**config.mk**
```make
export PLATFORM = sky130hd
export DESIGN_NAME = tas_ram_writer
export DESIGN_NICKNAME = d
export VERILOG_FILES = /design/src/rtl/tas_pkg.sv /design/src/rtl/tas_avg_accum.sv /design/src/rtl/tas_ram_writer.sv
export SDC_FILE = /design/constraint.sdc
export NUM_CORES = 1
export LEC_CHECK = 0
export BUFFER_PORTS_ARGS = -buffer_cell sky130_fd_sc_hd__buf_2
export CORE_UTILIZATION = 30
export CTS_BUF_LIST = sky130_fd_sc_hd__clkbuf_16
export DETAILED_ROUTE_END_ITERATION = 6
export RECOVER_POWER = 25
export SLEW_MARGIN = 25
export SYNTH_ARGS = -nofsm -noshare
export SYNTH_HDL_FRONTEND = slang
export SYNTH_SLANG_ARGS = --single-unit
```
**constraint.sdc**
```tcl
create_clock -name clk_2 -period 4.1 [get_ports clk_2]
set_clock_uncertainty 0.05 [all_clocks]
set_input_delay 0.41 -clock clk_2 [delete_from_list [all_inputs] [get_ports clk_2]]
set_output_delay 0.41 -clock clk_2 [all_outputs]
set_load 0.02 [all_outputs]
```
**src/rtl/tas_pkg.sv**
```systemverilog
// Shared types and defaults for the temperature averaging RAM writer.
package tas_pkg;

  typedef enum logic [2:0] {
    FETCH,
    CAPTURE,
    AVG,
    WRITE,
    POST
  } wr_state_t;

  localparam int TAS_DATA_W = 8;
  localparam int TAS_ADDR_W = 11;
  localparam int TAS_SAMPLES = 4;
  localparam logic [TAS_ADDR_W-1:0] TAS_ADDR_START = 11'h7FF;
  localparam int TAS_SUM_W = TAS_DATA_W + $clog2(TAS_SAMPLES) + 1;

endpackage

```
**src/rtl/tas_avg_accum.sv**
```systemverilog
// Group accumulator: sums SAMPLES bytes and presents their average.
// Defining TAS_ROUND_EN makes the average round half up instead of truncating.
module tas_avg_accum
  import tas_pkg::*;
#(
  parameter int DATA_W  = TAS_DATA_W,
  parameter int SAMPLES = TAS_SAMPLES
) (
  input  logic              clk_2,
  input  logic              reset,
  input  logic              clear,
  input  logic              add,
  input  logic [DATA_W-1:0] data,
  output logic [DATA_W-1:0] avg,
  output logic              last
);

  localparam int SHIFT = $clog2(SAMPLES);
  localparam int SUM_W = DATA_W + SHIFT + 1;
  localparam int CNT_W = SHIFT;

  logic [SUM_W-1:0] sum;
  logic [CNT_W-1:0] cnt;

  function automatic logic [DATA_W-1:0] scale(input logic [SUM_W-1:0] s);
    logic [SUM_W-1:0] t;
`ifdef TAS_ROUND_EN
    t = s + SUM_W'(SAMPLES / 2);
`else
    t = s;
`endif
    return DATA_W'(t >> SHIFT);
  endfunction

  always_ff @(posedge clk_2) begin
    if (reset || clear) begin
      sum <= '0;
      cnt <= '0;
    end else if (add) begin
      sum <= sum + SUM_W'(data);
      cnt <= cnt + 1'b1;
    end
  end

  assign avg  = scale(sum);
  assign last = (cnt == CNT_W'(SAMPLES - 1));

endmodule

```
**src/rtl/tas_ram_writer.sv**
```systemverilog
// Drains the CDC FIFO, averages each group of SAMPLES bytes and writes the
// result downward through RAM. Optional rounding via the TAS_ROUND_EN macro.
module tas_ram_writer
  import tas_pkg::*;
#(
  parameter int                DATA_W     = TAS_DATA_W,
  parameter int                ADDR_W     = TAS_ADDR_W,
  parameter int                SAMPLES    = TAS_SAMPLES,
  parameter logic [ADDR_W-1:0] ADDR_START = ADDR_W'(TAS_ADDR_START)
) (
  input  logic              clk_2,
  input  logic              reset,
  input  logic              fifo_empty,
  input  logic [DATA_W-1:0] fifo_data,
  output logic              fifo_rd,
  output logic              ram_wr_n,
  output logic [DATA_W-1:0] ram_data,
  output logic [ADDR_W-1:0] ram_addr
);

  wr_state_t         state;
  wr_state_t         state_next;
  logic              acc_add;
  logic              acc_clear;
  logic              acc_last;
  logic [DATA_W-1:0] acc_avg;

  tas_avg_accum #(
    .DATA_W (DATA_W),
    .SAMPLES(SAMPLES)
  ) u_accum (
    .clk_2(clk_2),
    .reset(reset),
    .clear(acc_clear),
    .add  (acc_add),
    .data (fifo_data),
    .avg  (acc_avg),
    .last (acc_last)
  );

  always_ff @(posedge clk_2) begin
    if (reset) begin
      state <= FETCH;
    end else begin
      state <= state_next;
    end
  end

  // Reset gates the read strobe so no FIFO byte is lost while held in reset.
  always_comb begin
    state_next = state;
    fifo_rd    = 1'b0;
    acc_add    = 1'b0;
    acc_clear  = 1'b0;
    case (state)
      FETCH: begin
        fifo_rd = !fifo_empty && !reset;
        if (fifo_rd) state_next = CAPTURE;
      end
      CAPTURE: begin
        acc_add    = 1'b1;
        state_next = acc_last ? AVG : FETCH;
      end
      AVG: begin
        acc_clear  = 1'b1;
        state_next = WRITE;
      end
      WRITE:   state_next = POST;
      POST:    state_next = FETCH;
      default: state_next = FETCH;
    endcase
  end

  // Strobe is registered: WRITE always follows AVG, so it is low exactly in WRITE.
  always_ff @(posedge clk_2) begin
    if (reset) begin
      ram_wr_n <= 1'b1;
      ram_data <= '0;
      ram_addr <= ADDR_START;
    end else begin
      ram_wr_n <= (state != AVG);
      if (state == AVG) ram_data <= acc_avg;
      if (state == POST) ram_addr <= (ram_addr == '0) ? ADDR_START : ram_addr - 1'b1;
    end
  end

endmodule

```
==> metrics <==
outcome finished, final reports clean; Top Ports 32; dpl cell area 1940 sq um; H-Tree Depth 2; Int Pwr between 600 and 700 uW; final hold vios 0; clock-pin slew on the worst setup and hold paths 0.05 ns; post-CTS setup buffer count 0; Post-synth EDFFs 0; vias per inst 4.95; full die area 6080 sq um; largest net degree at the start of global routing 14; Slew Viols, Final 0; met2 wire length 1560 um; Die X 77.9 um; GRT Util Overall 13.2%; CTS Sinks 35; TritonCTS clock tree built; antenna cells 0; Combinational Power Share 10.4%; Sum Neg Setup Slack 0 ns; FP Rows 27; clock power share 44.7%; crit end category flip-flop; crit path time final 2.02 ns; CTS root buffer clkbuf_16; Final nets 247; IO Port Bufs 31; PwrDens 383 nW/um^2; DRT Wirelength approximately 3600 um; Hold Path Depth 3; DR WL met3 204 um; top layer used by detailed routing met4; vias in the first global route around 1300; sequential area share after synthesis 40.5%; cts bufs inserted 5; post-synth design cell area around 1700 sq um; Worst-Margin Slew 0.707 ns; dpl hpwl approximately 2600 um; via count 1474; CORE AREA 5540 sq um; CTS max path bufs 2; fraction of registers with async set/reset 0%; layout cells sized above 1 about 14%; syn nets 215; worst vdd ir 0.154 mV; post-CTS resize count 0; wire per inst approximately 12 um; Hold WC Path Type input port to flip-flop; Setup crit start kind flip-flop; DRC violations left 0; Reg power frac 44.9%; Worst Path Arrival 2.14 ns; Slew headroom 52.7%; pre-CTS setup slack 2.05 ns; Die Y 77.9 um; Layout fillers 580; Multi-input gate area 966 sq um; Max-Cap Viols 0; Synth Flop Type dfxtp_1; Iter 0 DRT Violations 72; commonest cells after routing, fill and taps aside dfxtp_1 (35), buf_2 (20), nand2_1 (19), nor2_1 (17), a21oi_1 (13); leakage 0.000833 uW; hold buffer count at cts 0; first-pass GRT wire length approximately 6300 um; area delta synth->final 19.3%; Critical Path RT 4.22 ns; slack of the critical path 2.08 ns; CP Class flip-flop to flip-flop; wl on met1 about 1800 um; routability cong. 0.778; f_max 0.494 GHz; initial antenna violation count 0; number of synthesized register bits 35; grt ovf 0; FF+latch area about 700 sq um; final core utilization a little under two fifths; syn_area_per_cell around 9.0 sq um; switch share 23.8%; unrepaired setup endpoints after global routing false; final setup fails 0; Starting Density 31.2%; Pre-Repair DR Iteration Count 4; Worst-Skew Late Latency about 0.27 ns; synth warn 0; design area 2060 sq um; Pwr Total 790 uW; Unique masters post-synth 38; sw power 188 uW; Routed Antenna Nets 0; commonest non-fill, non-tap cell in the layout dfxtp_1; worst-path fanout max 9; Tcrit/Tclk final 49.4%; Syn Inst Count 193; cell depth of the worst flop-to-flop path 5
[cells by family after synthesis]
group / Yosys count / synth area share, %
simple gates: 73 / 22.3
buf+inv: 13 / 3.69
flops: 35 / 40.5
fa+ha+maj: 11 / 8.39
xor+xnor: 11 / 5.57
compound gates: 50 / 19.5
[registers in the layout (all words and copies together) (netlist names)]
register     flops
ram_addr        11
ram_data         8
ram_wr_n         1
state            3
u_accum.cnt      2
u_accum.sum     10
[layout make-up]
type	count	area share [%]
multi-input combinational	145	46.8
tap	72	4.36
sequential	35	33.9
clock inverter	3	0.545
inverter	6	1.09
clock buffer	5	6.06
timing repair buffer	32	7.21
[Yosys cell counts, drive strengths merged (2+ instances only)]
master / number / area [sq um]
dfxtp: 35 / 701
nand2: 19 / 71.3
nor2: 17 / 63.8
a21oi: 13 / 65.1
ha: 10 / 125
a22o: 8 / 70.1
xnor2: 8 / 70.1
o21ai: 7 / 35.0
inv: 6 / 22.5
a21o: 5 / 37.5
clkbuf: 5 / 18.8
nand2b: 5 / 31.3
nor3: 5 / 25.0
or2: 5 / 31.3
a211oi: 4 / 30.0
nand3: 4 / 20.0
nor3b: 3 / 22.5
nor4: 3 / 33.8
or3: 3 / 18.8
or3b: 3 / 26.3
xor2: 3 / 26.3
a211o: 2 / 17.5
a31oi: 2 / 12.5
buf: 2 / 22.5
nor2b: 2 / 12.5
o21a: 2 / 15.0
o22ai: 2 / 12.5
[power by group through the flow]
| stage | clock network [uW] | logic, uW | registers (uW) |
|---|---|---|---|
| global placement | 0 | 80.9 | 362 |
| detailed placement | 0 | 80.6 | 362 |
| floorplan | 0 | 63.2 | 359 |
| CTS | 361 | 81.4 | 355 |
| global route | 376 | 92.5 | 356 |
| finish | 353 | 82.1 | 355 |
[path summary, 6_finish.rpt]
path	from	endpoint	slack (ns)
worst max-delay path	state[0]	ram_addr[10]	2.08
worst min-delay path	fifo_empty	state[0]	0.37
worst max register to register	state[0]	ram_addr[10]	2.08
worst min register to register	u_accum.cnt[1]	u_accum.cnt[1]	0.41
[critical path: stages, from the launching register on]
cell      delay [ns]
dfxtp_1         0.37
or3b_1          0.53
nor4_4          0.36
or3b_1          0.40
xor2_1          0.15
nand2b_1        0.06
[per-stage QoR]
stage	hold slack, ns	cells
final	0.372	298
after global routing	0.392	298
after CTS	0.369	298
after detailed placement	0.405	290
after global placement	0.397	290
after floorplan	0.390	193
[layer usage]
metal	vias up	GRT usage, %
li1	760	-
met1	671	17.7
met2	36	20.0
met3	7	4.35
met4	0	3.89
met5	-	0
Power figures use the tool's default switching activity.
